### src/rtl/spi_pkg.sv
// Shared types and defaults for the SPI datagram controller.
//   spi_state_e         : controller FSM states
//   SPI_DATAGRAM_BITS   : default datagram width
//   SPI_DEFAULT_CLK_DIV : default SCK half-period in clk cycles
//   max4                : elaboration helper for counter sizing
package spi_pkg;

  localparam int unsigned SPI_DATAGRAM_BITS   = 40;
  localparam int unsigned SPI_DEFAULT_CLK_DIV = 4;

  typedef enum logic [2:0] {
    IDLE,
    SETUP,
    SHIFT_LO,
    SHIFT_HI,
    HOLD,
    GAP
  } spi_state_e;

  function automatic int unsigned max4(input int unsigned a, input int unsigned b,
                                       input int unsigned c, input int unsigned d);
    int unsigned m;
    m = a;
    if (b > m) m = b;
    if (c > m) m = c;
    if (d > m) m = d;
    return m;
  endfunction

endpackage

### src/rtl/spi_shift_reg.sv
// Serializer datapath: parallel-load shift-out register plus shift-in register.
// Ports:
//   clk, rst_n      : clock, async active-low reset
//   load, load_data : capture a new transmit word (also clears receive word)
//   shift_out       : advance the transmit register one bit (MSB-first)
//   shift_in        : left-shift serial_in into the receive register LSB
//   serial_next_c   : bit that becomes current after the next shift_out
//   rx_word         : receive register contents
module spi_shift_reg #(
  parameter int unsigned SIZE = 8
) (
  input  logic            clk,
  input  logic            rst_n,
  input  logic            load,
  input  logic [SIZE-1:0] load_data,
  input  logic            shift_out,
  input  logic            shift_in,
  input  logic            serial_in,
  output logic            serial_next_c,
  output logic [SIZE-1:0] rx_word
);

  logic [SIZE-1:0] tx_sr;
  logic [SIZE-1:0] rx_sr;

  // Transmit and receive shift registers
  always_ff @(posedge clk or negedge rst_n) begin
    if (!rst_n) begin
      tx_sr <= '0;
      rx_sr <= '0;
    end else if (load) begin
      tx_sr <= load_data;
      rx_sr <= '0;
    end else begin
      if (shift_out) tx_sr <= {tx_sr[SIZE-2:0], 1'b0};
      if (shift_in)  rx_sr <= {rx_sr[SIZE-2:0], serial_in};
    end
  end

  // The current bit is already on MOSI, so the controller needs the one behind it
  assign serial_next_c = tx_sr[SIZE-2];
  assign rx_word       = rx_sr;

endmodule

### src/rtl/spi_xfer_ctrl.sv
// SPI mode-3 datagram controller: accepts a word on valid/ready, frames it with
// chip select, drives SCK/MOSI MSB-first and returns the MISO reply word.
// Optional feature macro: SPI_LOOPBACK_EN adds loopback_in; a frame accepted
// with loopback_in=1 keeps cs_n_out high and receives its own MOSI stream.
// Ports:
//   clk_in, reset_n_in        : clock, async active-low reset
//   tx_data_in/valid/ready    : transmit word handshake (ready = IDLE)
//   rx_data_out, rx_valid_out : received word, one-cycle update pulse
//   busy_out                  : frame in progress
//   sck_out, mosi_out, miso_in, cs_n_out : SPI pins
module spi_xfer_ctrl
  import spi_pkg::*;
#(
  parameter int unsigned SIZE     = SPI_DATAGRAM_BITS,
  parameter int unsigned CLK_DIV  = SPI_DEFAULT_CLK_DIV,
  parameter int unsigned CS_SETUP = 2,
  parameter int unsigned CS_HOLD  = 2,
  parameter int unsigned CS_IDLE  = 3
) (
  input  logic            clk_in,
  input  logic            reset_n_in,
  input  logic [SIZE-1:0] tx_data_in,
  input  logic            tx_valid_in,
  output logic            tx_ready_out,
  output logic [SIZE-1:0] rx_data_out,
  output logic            rx_valid_out,
  output logic            busy_out,
  output logic            sck_out,
  output logic            mosi_out,
  input  logic            miso_in,
`ifdef SPI_LOOPBACK_EN
  input  logic            loopback_in,
`endif
  output logic            cs_n_out
);

  localparam int unsigned CNT_MAX = max4(CLK_DIV, CS_SETUP, CS_HOLD, CS_IDLE);
  localparam int unsigned CNT_W   = $clog2(CNT_MAX + 1);
  localparam int unsigned BIT_W   = $clog2(SIZE);

  if (SIZE < 2 || CLK_DIV == 0 || CS_SETUP == 0 || CS_HOLD == 0 || CS_IDLE == 0) begin : g_bad_params
    $error("spi_xfer_ctrl: parameter below its minimum");
  end

  spi_state_e       state_q, state_d;
  logic [CNT_W-1:0] cnt_q, cnt_d;
  logic [BIT_W-1:0] bit_q, bit_d;
  logic             sck_d, mosi_d, cs_n_d, rx_valid_d, busy_d;
  logic [SIZE-1:0]  rx_data_d;
  logic             load, shift_out, shift_in;
  logic             serial_in, serial_next_c, cs_n_accept;
  logic [SIZE-1:0]  rx_word;
  int unsigned      dur;
  logic             cnt_done;

`ifdef SPI_LOOPBACK_EN
  logic lb_q;

  // Loopback mode is fixed for the whole frame at accept time
  always_ff @(posedge clk_in or negedge reset_n_in) begin
    if (!reset_n_in)                      lb_q <= 1'b0;
    else if (state_q == IDLE && tx_valid_in) lb_q <= loopback_in;
  end

  assign serial_in   = lb_q ? mosi_out : miso_in;
  assign cs_n_accept = loopback_in;
`else
  assign serial_in   = miso_in;
  assign cs_n_accept = 1'b0;
`endif

  spi_shift_reg #(.SIZE(SIZE)) u_shift (
    .clk           (clk_in),
    .rst_n         (reset_n_in),
    .load          (load),
    .load_data     (tx_data_in),
    .shift_out     (shift_out),
    .shift_in      (shift_in),
    .serial_in     (serial_in),
    .serial_next_c (serial_next_c),
    .rx_word       (rx_word)
  );

  assign tx_ready_out = (state_q == IDLE);

  // State and registered outputs
  always_ff @(posedge clk_in or negedge reset_n_in) begin
    if (!reset_n_in) begin
      state_q      <= IDLE;
      cnt_q        <= '0;
      bit_q        <= '0;
      sck_out      <= 1'b1;
      mosi_out     <= 1'b0;
      cs_n_out     <= 1'b1;
      rx_data_out  <= '0;
      rx_valid_out <= 1'b0;
      busy_out     <= 1'b0;
    end else begin
      state_q      <= state_d;
      cnt_q        <= cnt_d;
      bit_q        <= bit_d;
      sck_out      <= sck_d;
      mosi_out     <= mosi_d;
      cs_n_out     <= cs_n_d;
      rx_data_out  <= rx_data_d;
      rx_valid_out <= rx_valid_d;
      busy_out     <= busy_d;
    end
  end

  // Next-state and output logic; every timed state uses the shared cycle counter
  always_comb begin
    state_d    = state_q;
    cnt_d      = cnt_q;
    bit_d      = bit_q;
    sck_d      = sck_out;
    mosi_d     = mosi_out;
    cs_n_d     = cs_n_out;
    rx_data_d  = rx_data_out;
    rx_valid_d = 1'b0;
    load       = 1'b0;
    shift_out  = 1'b0;
    shift_in   = 1'b0;
    dur        = 1;

    case (state_q)
      SETUP:             dur = CS_SETUP;
      SHIFT_LO, SHIFT_HI: dur = CLK_DIV;
      HOLD:              dur = CS_HOLD;
      GAP:               dur = CS_IDLE;
      default:           dur = 1;
    endcase
    cnt_done = (cnt_q == CNT_W'(dur - 1));
    if (state_q != IDLE) cnt_d = cnt_done ? '0 : cnt_q + CNT_W'(1);

    case (state_q)
      IDLE: begin
        if (tx_valid_in) begin
          state_d = SETUP;
          load    = 1'b1;
          cs_n_d  = cs_n_accept;
          mosi_d  = tx_data_in[SIZE-1];
          bit_d   = '0;
          cnt_d   = '0;
        end
      end
      SETUP: begin
        if (cnt_done) begin
          state_d = SHIFT_LO;
          sck_d   = 1'b0;
        end
      end
      SHIFT_LO: begin
        if (cnt_done) begin
          state_d  = SHIFT_HI;
          sck_d    = 1'b1;
          shift_in = 1'b1;
        end
      end
      SHIFT_HI: begin
        if (cnt_done) begin
          if (bit_q == BIT_W'(SIZE - 1)) begin
            state_d = HOLD;
          end else begin
            state_d   = SHIFT_LO;
            sck_d     = 1'b0;
            mosi_d    = serial_next_c;
            shift_out = 1'b1;
            bit_d     = bit_q + BIT_W'(1);
          end
        end
      end
      HOLD: begin
        if (cnt_done) begin
          state_d    = GAP;
          cs_n_d     = 1'b1;
          rx_data_d  = rx_word;
          rx_valid_d = 1'b1;
          mosi_d     = 1'b0;
        end
      end
      GAP: begin
        if (cnt_done) state_d = IDLE;
      end
      default: state_d = IDLE;
    endcase

    busy_d = (state_d != IDLE);
  end

endmodule
### config.mk
export PLATFORM = sky130hd
export DESIGN_NAME = spi_xfer_ctrl
export DESIGN_NICKNAME = d
export VERILOG_FILES = /design/src/rtl/spi_pkg.sv /design/src/rtl/spi_shift_reg.sv /design/src/rtl/spi_xfer_ctrl.sv
export SDC_FILE = /design/constraint.sdc
export NUM_CORES = 1
export LEC_CHECK = 0
export BUFFER_PORTS_ARGS = -buffer_cell sky130_fd_sc_hd__clkbuf_2
export CAP_MARGIN = 5
export CORE_ASPECT_RATIO = 0.5
export CORE_MARGIN = 3
export CORE_UTILIZATION = 56
export DETAILED_ROUTE_END_ITERATION = 8
export PLACE_DENSITY = 0.75
export SYNTH_ARGS = -nofsm -noshare
export SYNTH_HDL_FRONTEND = slang
export SYNTH_SLANG_ARGS = --single-unit
### constraint.sdc
create_clock -name clk_in -period 3.1 [get_ports clk_in]
set_input_delay 0 -clock clk_in [delete_from_list [all_inputs] [get_ports clk_in]]
set_output_delay 0 -clock clk_in [all_outputs]
set_load 0.01 [all_outputs]
# == Word-level counts from Yosys, hierarchy flattened ==
# Cells that the tools add are included.
# classes
mux,40
addsub,3
n_reduce_logical,16
n_eq_ne,13
# op_table
cell,count
$mux 40,2
$mux 39,2
$mux 3,11
$mux 6,3
$pmux 3 s6,1
$mux 1,16
$ne 2x2->1 const B,6
$pmux 6 s2,1
$reduce_bool 3->1,4
$reduce_and 5->1,2
$pmux 3 s3,1
$reduce_bool 2->1,4
$add 6x1->6 const B,1
$eq 3x2->1 const B,2
$eq 3x3->1 const B,2
$eq 6x6->1 const B,1
$pmux 1 s3,2
$reduce_and 4->1,1
$reduce_or 2->1,2
$add 3x1->3 const B,1
$eq 3x1->1 const B,1
$eq 3x3->1,1
$logic_not 3->1,1
$reduce_and 3->1,1
other kinds (3),3
# word_totals
in_bits,44
output_inout_bits,46
word_cells,83
reg_bits,136

# == Longest topological paths before layout ==
# depth
word_depth,9
depth_mapped,10
ltp_nobuf,6

# == Modules after synthesis ==
# A second synthesis with hierarchy kept.
# hier_totals
hier_cells,498
area_unflattened_um2,5957.0
# by_module_without_submodules
mod,area_per_inst_um2,seq_area_each_um2,n_inst,cells_each
spi_shift_reg,3419.5,1976.9,1,299
spi_xfer_ctrl,2537.4,1428.9,1,199

# == Worst setup path after synthesis ==
# Ideal clock, no wire load.
# synth_timing
path_kind,flip-flop to flip-flop
from,register bit_q[0]
to,register u_shift.tx_sr[10]
path_slack_ps,921
setup_ps,132
synth_period_minus_slack_ps,2179
path_stages_with_launch,10
required_time_ps,2968
arrival_time_ps,2047
n_path_buf,3
path_cell_list,dfrtp_1 > ha_1 > nor4bb_1 > a2111oi_4 > and3_1 > clkbuf_1 > buf_6 > buf_6 > mux2i_1 > o21ai_1
# synth_between
elab_chain_cells,5
# synth_rtl
element,line_no,text
start: declaration,spi_xfer_ctrl.sv:47,"logic [BIT_W-1:0] bit_q, bit_d;"
start signal: assignment,spi_xfer_ctrl.sv:101,bit_q <= bit_d;
$eq 6x6->1,spi_xfer_ctrl.sv:162,if (bit_q == BIT_W'(SIZE - 1)) begin
$mux 1,spi_xfer_ctrl.sv:162,
$mux 1,spi_xfer_ctrl.sv:161,if (cnt_done) begin
$mux 1,spi_xfer_ctrl.sv:136,case (state_q)
$reduce_bool 2->1 (no line),--,
end signal: assignment,spi_shift_reg.sv:32,tx_sr <= load_data;
end signal: assignment,spi_shift_reg.sv:35,"if (shift_out) tx_sr <= {tx_sr[SIZE-2:0], 1'b0};"
end: declaration,spi_shift_reg.sv:23,logic [SIZE-1:0] tx_sr;
# No other way between the ends.
# A chain may end at the register's enable or synchronous reset.

# == Worst setup path in the final report ==
# layout_timing
from,register state_q[2]
to,register mosi_out
# layout_between
elab_chain_cells,7
word_cells_on_any_way,18
classes_between,add/sub: 1; eq/ne: 10; mux: 2; reduce/logical: 5
# layout_rtl
element,line_no,text
start: declaration,spi_xfer_ctrl.sv:45,"spi_state_e state_q, state_d;"
start signal: assignment,spi_xfer_ctrl.sv:99,state_q <= state_d;
"$eq 3x3->1, or another cell as far along","spi_xfer_ctrl.sv:126, spi_xfer_ctrl.sv:136",
$reduce_or 2->1 (on tied branches),--,
$pmux 3 s3,spi_xfer_ctrl.sv:126,case (state_q)
$sub 3x1->3,spi_xfer_ctrl.sv:133,cnt_done = (cnt_q == CNT_W'(dur - 1));
$eq 3x3->1,spi_xfer_ctrl.sv:133,
$ne 2x2->1 (no line),--,
$reduce_and 5->1 (no line),--,
end signal: assignment,spi_xfer_ctrl.sv:103,mosi_out <= mosi_d;
end: declaration,spi_xfer_ctrl.sv:29,"output logic mosi_out,"
# Several ways; a longest one is shown, not always the timed one.

==> reports/metrics.yaml <==
synth:
  netlist_instances: 485
  synthArstFlopShare_pct: 100
  ys_ff_latch: 136
  synthFlopType: "dfrtp_1"
  syn-cell-area_sq_mm: 0.00581
  yosysSeqAreaShare_pct: 58.6
  yosysWarningCount: 0
  avgSynthCellArea_sq_um: 12.0
  synth_cell_types: 43
  synth_edf_count: 0
  syn-num-nets: 531
timing:
  fin_skew_ns: 0.0101
  slew_headroom_pct: 41.7
  slew_violations: 0
  finalHoldWorstSlack_ns: 0.105
  timing.final.ws_setup_ns: 0.681
  hold_viol: 0
  fin_tns_setup_ns: 0
  fmax_ghz: 0.413
  fin_crit_ns: 2.42
  rsz0062_at_grt: "false"
  worstMarginPinSlew_ns: 0.875
  setup_viol: 0
  period_share_pct: 78.0
worst_setup_path:
  endpoint: "mosi_out"
  reg2regPathDepth: 6
  cp.required_ns: 3.39
  cp-end-kind: "flop"
  critPathMaxFanout: 43
  critPathArrivalTime_ns: 2.71
  ff2ff_setup_slack_ns: 0.68
  max_stage_delay_ns: 0.51
  crit_buf_inv: 1
  crit_family: "flip-flops"
  critPathSlowestCell: "dfrtp_1"
  setup.worst_path.start: "state_q[2]"
  r2r-end: "mosi_out"
  worstSetupStartpointType: "flop"
  path_cells: "xor2_1, a2111o_1, nand4_1, buf_4, nand3_1, mux2_2"
  crit_type: "flop to flop"
  r2r-start: "state_q[2]"
  crit_cells: 6
clock_network:
  cts_buffer_depth: 2
  path_clk_slew_ns: 0.07
  cts_resized: 0
  post-cts-setup-buffer-count: 0
  clockRootBuffer: "clkbuf_16"
  htree_levels: 4
  cts_buffers: 17
  cts_hold_buf: 42
  cts_tree: "yes"
  cts.sinks: 136
  insertion_delay_ns: 0.40
run_status:
  status: "complete, no violations"
global_routing:
  first_global_vias: 4108
  grt_max_degree: 101
  track_usage_pct: 21.3
  antenna_found_initial: 0
  grt_overflow: 0
  grt_pass1_wl_mm: 20.0
routing:
  drt_first_pass_iters: 4
  antenna_left: 0
  drt-vias-per-instance: 5.27
  vias: 3998
  wire_per_inst_um: 15.4
  drc: 0
  wl_mm: 11.6
  drt_iter0_drc: 282
floorplan:
  die_w_um: 150
  die-area_sq_mm: 0.0117
  fp-row-count: 25
  initial_utilization_pct: 59.6
  fp.dieH_um: 78.1
  io_pins: 90
  core_sq_mm: 0.00976
min_path:
  hp-class: "input port to flop"
power:
  leakage_nw: 3.41
  vdd_drop_max_mv: 0.382
  finalPower_mw: 3.94
  power_density_mw_per_mm2: 533
finish:
  fin_cells: 758
  mostFrequentLayoutCells: "dfrtp_1, clkbuf_2, mux2i_1"
  syn_to_final_growth_pct: 27.0
  diodes: 0
  drive_gt1_share_pct: 27.8
  mostFrequentLayoutCell: "dfrtp_1"
  fin_nets: 656
placement:
  place.gp.congestion: 0.810
  dpl.cell_count: 684
  io_buffer_count: 89
  dp_slack_ns: 0.694
  detailed_place_hpwl_mm: 6.66
flow_run:
  max_cap_violations: 0
## synthesized netlist by cell type (2+ instances only)
| cell | n | area [sq um] |
|---|---|---|
| buf_2 | 11 | 55.1 |
| or3_1 | 2 | 12.5 |
| inv_1 | 4 | 15.0 |
| nand3_1 | 7 | 35.0 |
| mux2_1 | 2 | 22.5 |
| ha_1 | 2 | 25.0 |
| dfstp_2 | 2 | 52.6 |
| nand3b_1 | 3 | 22.5 |
| and3_1 | 2 | 12.5 |
| inv_2 | 2 | 7.51 |
| and2_1 | 3 | 18.8 |
| nand4_1 | 3 | 18.8 |
| mux2_2 | 39 | 439 |
| a21oi_1 | 5 | 25.0 |
| nor2_1 | 45 | 169 |
| nand2_1 | 50 | 188 |
| dfrtp_1 | 134 | 3350 |
| xor2_1 | 3 | 26.3 |
| o21ai_1 | 21 | 105 |
| o31ai_1 | 2 | 15.0 |
| clkbuf_1 | 15 | 56.3 |
| mux2i_1 | 78 | 781 |
| o21ai_0 | 27 | 135 |
| buf_6 | 4 | 45.0 |
## cells by family after synthesis
| logic type | synth area share (%) |
|---|---|
| AO/OA/AOI/OAI | 6.48 |
| XOR/XNOR | 0.452 |
| adder cells (fa/ha/maj) | 0.430 |
| buffers and inverters | 3.21 |
| flip-flops | 58.6 |
| multiplexers | 21.4 |
| AND/OR/NAND/NOR | 9.49 |
## metal layers
metal  vias to the layer above  GRT usage (%)  wire length (um)
li1                       1931              -                 -
met1                      1984           28.4              5500
met2                        78           35.1              5640
met3                         5           5.19               442
met4                         0           6.02                54
met5                         -              0                 0
## through the flow
stage          area (sq um)  utilization [%]
6_report               7380             75.6
5_1_grt                7380             75.6
4_1_cts                7380             75.6
3_5_place_dp           6360             65.1
3_3_place_gp           6360             65.1
2_1_floorplan          5810                -
## state kept, by name, indices dropped and copies added (netlist names)
name / cells
rx_data_out: 40
u_shift.rx_word: 40
u_shift.tx_sr: 39
bit_q: 6
cnt_q: 3
state_q: 3
busy_out: 1
cs_n_out: 1
mosi_out: 1
rx_valid_out: 1
sck_out: 1
## worst reg2reg max path, stage by stage (launching register included)
cell and delay, ns:
dfrtp_1 0.51, xor2_1 0.22, a2111o_1 0.49, nand4_1 0.14, buf_4 0.46, nand3_1 0.18, mux2_2 0.30
## report_power, final
part / internal (mW) / switching [mW] / leakage (nW)
clock network: 1.27 / 0.768 / 0.275
registers: 1.78 / 0.00401 / 1.50
logic: 0.0592 / 0.0540 / 1.63
total: 3.11 / 0.826 / 3.41
## area by class of cell
class | count | area (sq um)
multi-input cells | 312 | 2230
repair buffers | 137 | 955
clock inverters | 14 | 175
well taps | 135 | 169
flip-flops and latches | 136 | 3410
inverters | 6 | 22.5
fillers | 636 | 2380
clock buffers | 18 | 429
## worst min path at each step
stage,startpoint,endpoint,slack (ns),cells after the start
4_1_cts,tx_data_in[39],mosi_out,0.1,4
6_report,tx_data_in[39],mosi_out,0.10,4
3_3_place_gp,reset_n_in,u_shift.tx_sr[11],0.15,1
3_5_place_dp,reset_n_in,u_shift.tx_sr[11],0.14,1
5_1_grt,tx_data_in[39],mosi_out,0.11,4
2_1_floorplan,reset_n_in,bit_q[0],-0.30,0
Note: power is estimated with default switching activity, not from simulation.
